[src/rtl/ppu_pkg.sv]
// Shared PPU definitions: VRAM/palette geometry, the register-interface command
// record and the arbiter FSM encoding.
package ppu_pkg;

    localparam logic [5:0] PALETTE_BASE_HI = 6'h3F;
    localparam int         VRAM_AW         = 14;
    localparam int         DATA_W          = 8;
    localparam int         PAL_AW          = 5;
    localparam int         PAL_DW          = 6;

    typedef struct packed {
        logic               wr;
        logic [VRAM_AW-1:0] a;
        logic [DATA_W-1:0]  wdata;
    } ri_cmd_t;

    localparam int CMD_W = $bits(ri_cmd_t);

    typedef enum logic {
        ST_IDLE,
        ST_RD_WAIT
    } arb_state_t;

    // Sprite-palette backdrop entries (0x10/14/18/1C) alias the background ones.
    function automatic logic [PAL_AW-1:0] pal_index(input logic [PAL_AW-1:0] low);
        if (low[4] && (low[1:0] == 2'b00)) begin
            return low & 5'h0F;
        end
        return low;
    endfunction

endpackage

[src/rtl/ppu_ri_fifo.sv]
// Parameterised synchronous FIFO with first-word-fall-through head, full,
// empty and occupancy count.
module ppu_ri_fifo #(
    parameter int DEPTH = 4,
    parameter int WIDTH = 8
) (
    input  logic                     clk,
    input  logic                     rst_n,
    input  logic                     push_i,
    input  logic [WIDTH-1:0]         wdata_i,
    input  logic                     pop_i,
    output logic [WIDTH-1:0]         rdata_o,
    output logic                     full_o,
    output logic                     empty_o,
    output logic [$clog2(DEPTH):0]   count_o
);

    localparam int AW = $clog2(DEPTH);

    logic [WIDTH-1:0] mem_q [DEPTH];
    logic [AW-1:0]    wr_ptr_q;
    logic [AW-1:0]    rd_ptr_q;
    logic [AW:0]      count_q;
    logic             do_push;
    logic             do_pop;

    assign full_o  = (count_q == (AW+1)'(DEPTH));
    assign empty_o = (count_q == '0);
    assign count_o = count_q;
    assign rdata_o = mem_q[rd_ptr_q];
    assign do_push = push_i && !full_o;
    assign do_pop  = pop_i && !empty_o;

    // NOTE: storage carries no reset; only the pointers define what is valid,
    // which keeps the array a plain RAM.
    always_ff @(posedge clk) begin
        if (do_push) begin
            mem_q[wr_ptr_q] <= wdata_i;
        end
    end

    // NOTE: sequential state uses non-blocking assignments so every register
    // samples the pre-edge values of its neighbours.
    always_ff @(posedge clk or negedge rst_n) begin
        if (!rst_n) begin
            wr_ptr_q <= '0;
            rd_ptr_q <= '0;
            count_q  <= '0;
        end else begin
            if (do_push) wr_ptr_q <= wr_ptr_q + 1'b1;
            if (do_pop)  rd_ptr_q <= rd_ptr_q + 1'b1;
            unique case ({do_push, do_pop})
                2'b10:   count_q <= count_q + 1'b1;
                2'b01:   count_q <= count_q - 1'b1;
                default: count_q <= count_q;
            endcase
        end
    end

endmodule

[src/rtl/ppu_vram_arb.sv]
// VRAM/palette bus arbiter: display fetch has absolute priority, queued
// register-interface commands use the idle cycles.
module ppu_vram_arb
    import ppu_pkg::*;
#(
    parameter int         QDEPTH     = 4,
    parameter logic [5:0] STARVE_MAX = 6'd32
) (
    input  logic               clk,
    input  logic               rst_n,
    input  logic               disp_req,
    input  logic [VRAM_AW-1:0] disp_a,
    input  logic               ri_valid,
    input  logic               ri_wr,
    input  logic [VRAM_AW-1:0] ri_a,
    input  logic [DATA_W-1:0]  ri_wdata,
    output logic               ri_ready,
    output logic               ri_rvalid,
    output logic [DATA_W-1:0]  ri_rdata,
    output logic [VRAM_AW-1:0] vram_a,
    output logic [DATA_W-1:0]  vram_dout,
    output logic               vram_wr,
    input  logic [DATA_W-1:0]  vram_din,
    output logic [PAL_AW-1:0]  pal_a,
    output logic               pal_wr,
    output logic [PAL_DW-1:0]  pal_dout,
    input  logic [PAL_DW-1:0]  pal_din,
    output logic               ri_starved
);

    localparam int QCW = $clog2(QDEPTH) + 1;

    arb_state_t        state_q, state_d;
    logic [DATA_W-1:0] rdata_q, rdata_d;
    logic              rvalid_q, rvalid_d;
    logic [DATA_W-1:0] dout_q, dout_d;
    logic [5:0]        starve_q, starve_d;
    logic              starved_q, starved_d;
    logic              ready_q;

    logic [CMD_W-1:0]  q_rdata;
    logic              q_full;
    logic              q_empty;
    logic [QCW-1:0]    q_count;
    ri_cmd_t           head;
    logic              head_is_pal;
    logic              can_issue;

    ppu_ri_fifo #(
        .DEPTH (QDEPTH),
        .WIDTH (CMD_W)
    ) u_fifo (
        .clk     (clk),
        .rst_n   (rst_n),
        .push_i  (ri_valid && ri_ready),
        .wdata_i ({ri_wr, ri_a, ri_wdata}),
        .pop_i   (can_issue),
        .rdata_o (q_rdata),
        .full_o  (q_full),
        .empty_o (q_empty),
        .count_o (q_count)
    );

    assign head        = ri_cmd_t'(q_rdata);
    assign head_is_pal = (head.a[13:8] == PALETTE_BASE_HI);
    assign can_issue   = !q_empty && !disp_req && (state_q == ST_IDLE);

    assign ri_ready   = ready_q && !q_full;
    assign ri_rvalid  = rvalid_q;
    assign ri_rdata   = rdata_q;
    assign ri_starved = starved_q;
    assign pal_a      = pal_index(head.a[4:0]);
    assign pal_dout   = head.wdata[PAL_DW-1:0];

    // NOTE: every signal driven here gets its default first, so no path can
    // leave one unassigned and infer a latch.
    always_comb begin
        state_d   = state_q;
        rdata_d   = rdata_q;
        rvalid_d  = 1'b0;
        dout_d    = dout_q;
        vram_a    = disp_a;
        vram_dout = dout_q;
        vram_wr   = 1'b0;
        pal_wr    = 1'b0;

        unique case (state_q)
            ST_IDLE: begin
                if (can_issue) begin
                    vram_a = head.a;
                    if (head_is_pal) begin
                        if (head.wr) begin
                            pal_wr = 1'b1;
                        end else begin
                            rdata_d  = {2'b00, pal_din};
                            rvalid_d = 1'b1;
                        end
                    end else if (head.wr) begin
                        vram_wr   = 1'b1;
                        vram_dout = head.wdata;
                        dout_d    = head.wdata;
                    end else begin
                        state_d = ST_RD_WAIT;
                    end
                end
            end
            ST_RD_WAIT: begin
                // Synchronous VRAM presents data one cycle after the address.
                state_d  = ST_IDLE;
                rdata_d  = vram_din;
                rvalid_d = 1'b1;
            end
            default: state_d = ST_IDLE;
        endcase
    end

    always_comb begin
        starve_d = starve_q;
        if (can_issue) begin
            starve_d = '0;
        end else if (disp_req && (q_count != '0) && (starve_q != STARVE_MAX)) begin
            starve_d = starve_q + 6'd1;
        end
        starved_d = starved_q || (starve_d == STARVE_MAX);
    end

    always_ff @(posedge clk or negedge rst_n) begin
        if (!rst_n) begin
            state_q   <= ST_IDLE;
            rdata_q   <= '0;
            rvalid_q  <= 1'b0;
            dout_q    <= '0;
            starve_q  <= '0;
            starved_q <= 1'b0;
            ready_q   <= 1'b0;
        end else begin
            state_q   <= state_d;
            rdata_q   <= rdata_d;
            rvalid_q  <= rvalid_d;
            dout_q    <= dout_d;
            starve_q  <= starve_d;
            starved_q <= starved_d;
            ready_q   <= 1'b1;
        end
    end

endmodule

[config.mk]
export PLATFORM = sky130hd
export DESIGN_NAME = ppu_vram_arb
export DESIGN_NICKNAME = d
export VERILOG_FILES = /design/src/rtl/ppu_pkg.sv /design/src/rtl/ppu_ri_fifo.sv /design/src/rtl/ppu_vram_arb.sv
export SDC_FILE = /design/constraint.sdc
export NUM_CORES = 1
export LEC_CHECK = 0
export BUFFER_PORTS_ARGS = -buffer_cell sky130_fd_sc_hd__buf_2
export CAP_MARGIN = 20
export CORE_MARGIN = 5
export CORE_UTILIZATION = 25
export DETAILED_ROUTE_END_ITERATION = 12
export GPL_TIMING_DRIVEN = 0
export SYNTH_ARGS = -nofsm -noshare
export SYNTH_HDL_FRONTEND = slang
export SYNTH_SLANG_ARGS = --single-unit
[constraint.sdc]
create_clock -name clk -period 5.1 [get_ports clk]
set_clock_uncertainty 0.05 [all_clocks]
set_input_delay 0.255 -clock clk [delete_from_list [all_inputs] [get_ports clk]]
set_output_delay 0.255 -clock clk [all_outputs]
set_load 0.02 [all_outputs]
==> results.cfg, run 1 <==
[drt]
final_antenna_net_count = 0
first_pass_iters = 4
avgViaCountPerCell = 4.17
drc_errors = 0
via_count = 2911
wirelength_mm = 11.5
drt_iter0_drc = 154
drt-wirelength-per-cell_um = 16.4

[clock_tree]
cts_tree = built
cts_buffer_depth = 2
root_buffer = clkbuf_16
cts_buffers = 17
htree_num_levels = 4
cts-resized-gates = 0
clkTransAtPathRegs_ps = 60
clock_latency_ps = 410
cts.sinks = 125

[timing]
slew_viol_final = 0
slew_headroom = 0.381
finalSetupViolCount = 0
period_share = 0.628
fin_setup_tns_ps = 0
period_minus_slack_ps = 3200
worstMarginPinSlew_ps = 922
fmax_mhz = 312
rsz0062_at_grt = no
worst_slack_ps = 1900
hold_viol = 0

[finish]
n_antenna_cell = 0
finalInstanceArea_um2 = 6800
multi_input_area_um2 = 1420
post-route-util = 0.336
regArea_um2 = 3590
fin_nets = 479
area_growth_syn_to_layout_pct = 32.7
drive_gt1_frac = 0.439
n_fill_cell = 1973

[power_and_ir_drop]
power_frac_seq = 0.354
leakagePower_nw = 2.62
powerDensity_nw_per_um2 = 570
p_switching_mw = 1.32
p_int_mw = 2.56
finalPower_mw = 3.88
share_comb_of_total_power = 0.359
pwr-share-clk = 0.287
peakVddDrop_uv = 387
switching_share = 0.340

[die]
initial_core_util = 0.253
ios = 101
die_h_um = 153
coreArea_um2 = 20200
dieArea_um2 = 23500
die_x_um = 153
row_count = 52

[setup_path]
r2r-end = u_fifo.count_o[2]
r2r_cells = 9
crit_path_start_kind = register
path_class = reg -> out
worst_ep_arrival_time_ps = 2900
crit_top_cell = nor3_1
path_cells = nor3_1 -> nor3_1 -> clkbuf_1 -> mux2_2 -> buf_2
crit_buf_inv = 2
cp_max_fo = 10
rr_startpoint = u_fifo.count_o[0]
end_kind = output pin
crit_family = simple AND/OR/NAND/NOR gates
crit_slowest_cell = nor3_1
required_ps = 4800
reg2reg_setup_slack_ps = 2060
slowest_delay_ps = 720
cp.depth = 5

[synth]
ys_warn_count = 0
ys_seq_area_frac = 0.700
synthDistinctLibCells = 40
synth_ff_type = edfxtp_1
synthArstFlopShare = 0.264
yosysTopAreaCell = edfxtp_1
syn-num-nets = 338
synth_edf_count = 92
synthTopCellsByArea = edfxtp_1 54%, dfrtp_1 16%, mux4_2 7.9%, mux2_2 6.2%, mux4_1 2.6%
synth_top_cell_area_share = 0.539
synthesis.area_um2 = 5120
avgSynthCellArea_um2 = 18.6
syn-instance-count = 275
synth_seq_cells = 125

[outcome]
status = completed

[min_path]
min_path_cells = 1
holdPathEnd = u_fifo.mem_q[2][20]
min_path_type = in -> reg
hold_start = ri_a[12]

[flow_run]
max_cap_violations = 0

[placement]
place_area_um2 = 6070
numPortBuffers = 100
gp_congestion = 0.755
place_ws_ps = 2040
dpl.hpwl_mm = 8.08

[global_routing]
grt_max_degree = 34
antenna_found_initial = 0
grt-ovfl-total = 0
grt_pass1_vias = 3288
grt_pass1_wl_mm = 18.1
grt_use_total = 0.102
## per-layer routing
layer  vias up  track usage  share of wire
li1       1356            -              -
met1      1461        0.118           0.42
met2        88        0.174           0.51
met3         6       0.0438          0.065
met4         0       0.0250         0.0063
met5         -            0              0
## flip-flops by register name, summed over array words and instances, names as in the netlist
name and cells:
u_fifo.rd_ptr_q 2, dout_q 8, u_fifo.mem_q 92, starve_q 6
ri_rdata 8, u_fifo.wr_ptr_q 2, ri_starved 1, u_fifo.count_o 3
state_q 1, ready_q 1, ri_rvalid 1
## cells in the final DEF, fill, tap and decap left out, drive strengths merged, types with 7 or more instances in the layout
master and instances:
edfxtp 92, ha 7, clkinv 7, dfrtp 33, nor2 7, nand2 7
clkbuf 19, dlygate4sd3 19, mux4 23, buf 110, mux2 34, inv 16
## cell type report
class,count,share of cell area
Buffer,9,0.00865
Multi-Input combinational cell,127,0.209
Clock inverter,14,0.0179
Clock buffer,17,0.0626
Sequential cell,125,0.528
Tap cell,270,0.0497
Inverter,14,0.00773
Timing Repair Buffer,122,0.116
## worst register-to-register path: cells and delay by family (launching register included)
family        cells  cell delay [ps]
xor+xnor          2              300
fa+ha+maj         2              660
simple gates      3              960
flops             1              410
buf+inv           2              580
## power groups by stage
stage               sequential, mW  combinational, mW  clock [mW]
floorplan                     1.41              0.917           0
global placement              1.38               1.36           0
detailed placement            1.39               1.41           0
CTS                           1.37               1.43        1.15
global route                  1.39               1.53        1.19
finish                        1.37               1.39        1.11
## through the flow
stage	hold WS [ps]	instances
detailed placement	346	649
global route	0.282	698
finish	18.9	698
global placement	331	645
floorplan	-90.6	275
CTS	0.0190	698
## what timing repair did
item / CTS / global route
hold endpoints to repair: 95 / 0
hold buffers: 18 / 0
buffers inserted: 0 / 0
setup endpoints to repair: 0 / 0
## worst max path at each step
stage                           start                 to  slack, ps
finish              u_fifo.count_o[0]          vram_a[2]       1900
global route        u_fifo.count_o[0]          vram_a[2]       1610
CTS                 u_fifo.count_o[0]          vram_a[2]       1810
detailed placement  u_fifo.count_o[0]  u_fifo.count_o[2]       2040
global placement    u_fifo.count_o[2]  u_fifo.count_o[2]       2130
floorplan           u_fifo.count_o[0]  u_fifo.count_o[2]       2660
## Yosys cell counts, types with 2 or more instances
master and instances:
nand4_1 2, mux2i_1 3, mux2_2 28, xor2_1 3
mux4_2 18, ha_1 7, nor3_1 4, and3_1 4
dfrtp_1 33, buf_2 3, or3_1 4, edfxtp_1 92
xnor2_1 5, a21oi_1 3, inv_1 14, o21ai_0 4
mux4_1 5, nor2_1 7, clkbuf_1 2, o31ai_1 3
nand2_1 6, mux2_1 6, buf_6 2
## cells by family (layout without fill, tap and decap cells)
logic type               count (synthesis)  after routing  synth area share
multiplexers                            60             60             0.185
adder cells (fa/ha/maj)                  8              8            0.0210
AO/OA/AOI/OAI                           14             14            0.0171
buffers and inverters                   23            176            0.0217
flip-flops                             125            125             0.700
AND/OR/NAND/NOR                         36             36            0.0401
other                                    1              1          0.000732
XOR/XNOR                                 8              8            0.0137
Power figures use the tool's default switching activity.
==> run 2: changes to the inputs <==
==> constraint.sdc (replaced) <==
create_clock -name clk -period 2.6 [get_ports clk]
set_clock_uncertainty 0.05 [all_clocks]
set_input_delay 0.13 -clock clk [delete_from_list [all_inputs] [get_ports clk]]
set_output_delay 0.13 -clock clk [all_outputs]
set_load 0.02 [all_outputs]
==> results.cfg, run 2 (synthesis results as in run 1) <==
[outcome]
status = complete, but fails checks
violations = setup timing

[finish]
final_common_cell = buf_2
fin_cells = 728
n_antenna_cell = 0
finalInstanceArea_um2 = 7190
area_growth_syn_to_layout_pct = 40.3
largest_register = u_fifo.mem_q
largest_reg_flops = 92
post-route-util = 0.355
fin_nets = 509
drive_gt1_frac = 0.480
final_cell_mix = 95 x buf_2, 92 x edfxtp_1, 34 x dlygate4sd3_1

[clock_tree]
cts.sinks = 125
cts_buffer_depth = 2
cts_tree = built
clock_latency_ps = 410
clkTransAtPathRegs_ps = 60
root_buffer = clkbuf_16
cts_buffers = 17
htree_num_levels = 4

[timing]
finalSetupViolCount = 8
fmax_mhz = 365
hold_viol = 0
worstMarginPinSlew_ps = 819
slew_viol_final = 0
rsz0062_at_grt = yes
period_share = 1.05
worst_slack_ps = -142
slew_headroom = 0.454
period_minus_slack_ps = 2740
whs_ps = 27.0

[die]
initial_core_util = 0.253
row_count = 52
dieArea_um2 = 23500
ios = 101
die_h_um = 153
die_x_um = 153
coreArea_um2 = 20200

[drt]
drc_errors = 0
first_pass_iters = 4
final_antenna_net_count = 0
drt_iter0_drc = 143
drt-wirelength-per-cell_um = 16.6
via_count = 3051
wirelength_mm = 12.1
avgViaCountPerCell = 4.19

[power_and_ir_drop]
switching_share = 0.334
p_switching_mw = 2.70
leakagePower_nw = 2.80
p_int_mw = 5.37
peakVddDrop_uv = 687
share_comb_of_total_power = 0.394
pwr-share-clk = 0.271
power_frac_seq = 0.335
powerDensity_nw_per_um2 = 1120

[min_path]
hold_start = pal_din[3]
min_path_type = in -> reg
min_path_cells = 3
holdPathEnd = ri_rdata[3]

[setup_path]
rr_startpoint = u_fifo.rd_ptr_q[0]
crit_path_start_kind = register
r2r-end = ri_rdata[3]
crit_slowest_cell = mux4_2
required_ps = 2420
crit_top_cell = buf_6
worst_ep_arrival_time_ps = 2560
path_cells = buf_6 -> buf_12 -> mux4_2 -> nand2_4 -> nor2_2 -> or2_4 -> buf_8 -> mux2_4 -> buf_6
end_kind = output pin
cp_max_fo = 7
slowest_delay_ps = 540
path_class = reg -> out
reg2reg_setup_slack_ps = 50
r2r_cells = 8
crit_path_start = u_fifo.rd_ptr_q[0]

[placement]
place_area_um2 = 6070
numPortBuffers = 100
dp.cells = 649
gp_congestion = 0.755
place_ws_ps = -461
dpl.hpwl_mm = 8.08

[global_routing]
grt_pass1_wl_mm = 18.9
grt_pass1_vias = 3436
grt-ovfl-total = 0
antenna_found_initial = 0
grt_use_total = 0.106
grt_max_degree = 34

[flow_run]
max_cap_violations = 0
==> run 2: cell types whose count changed in the layout (fill, tap and decap cells not counted), sizes merged <==
cell / change
buf: +14
dlygate4sd3: +15
clkbuf: +1
==> run 2: what timing repair did <==
item / in CTS / in global routing
hold buffers: 33 / 0
hold endpoints to repair: 133 / 0
setup buffers: 7 / 6
pin swaps: 4 / 3
resized for setup: 34 / 8
cloned: 1 / 1
setup endpoints to repair: 29 / 26
==> run 2: layer usage <==
metal	vias to the layer above	global-route usage	share of wire
met5	-	0	0
met4	0	0.0250	0.0058
met3	6	0.0430	0.059
met2	88	0.181	0.52
met1	1545	0.124	0.42
li1	1412	-	-
==> run 2: area by class of cell <==
class,instances,area [µm²]
fill,1938,13000
sequential,125,3590
multi-input combinational,127,1440
timing repair buffer,152,1120
clock buffer,17,425
tap,270,338
clock inverter,14,121
buffer,9,98.8
inverter,14,52.6
==> run 2: worst max path at each step <==
stage | end | slack [ps] | cells after the start
floorplan | u_fifo.count_o[2] | 160 | 9
global placement | u_fifo.count_o[2] | -370 | 9
global route | vram_dout[3] | -260 | 8
detailed placement | u_fifo.count_o[2] | -460 | 9
CTS | vram_dout[7] | -230 | 9
finish | vram_dout[7] | -140 | 9
==> run 2: worst max-delay path: cells and delay by family, from the launching register on <==
kind	cells	cell delay, ps
simple gates	3	390
flops	1	340
buf+inv	4	550
mux	2	860
==> run 2: power by group through the flow <==
stage / Clock [mW] / Sequential [mW] / Combinational [mW]
3_5_place_dp: 0 / 2.73 / 2.77
2_1_floorplan: 0 / 2.77 / 1.80
4_1_cts: 2.25 / 2.70 / 3.09
5_1_grt: 2.35 / 2.74 / 3.46
6_report: 2.19 / 2.70 / 3.18
3_3_place_gp: 0 / 2.71 / 2.68
==> run 2: per-stage QoR <==
stage	setup TNS (ps)	power [mW]
global placement	-1550	5.39
finish	-1040	8.07
global route	-3530	8.55
CTS	-1720	8.04
detailed placement	-1730	5.51
floorplan	0	4.57
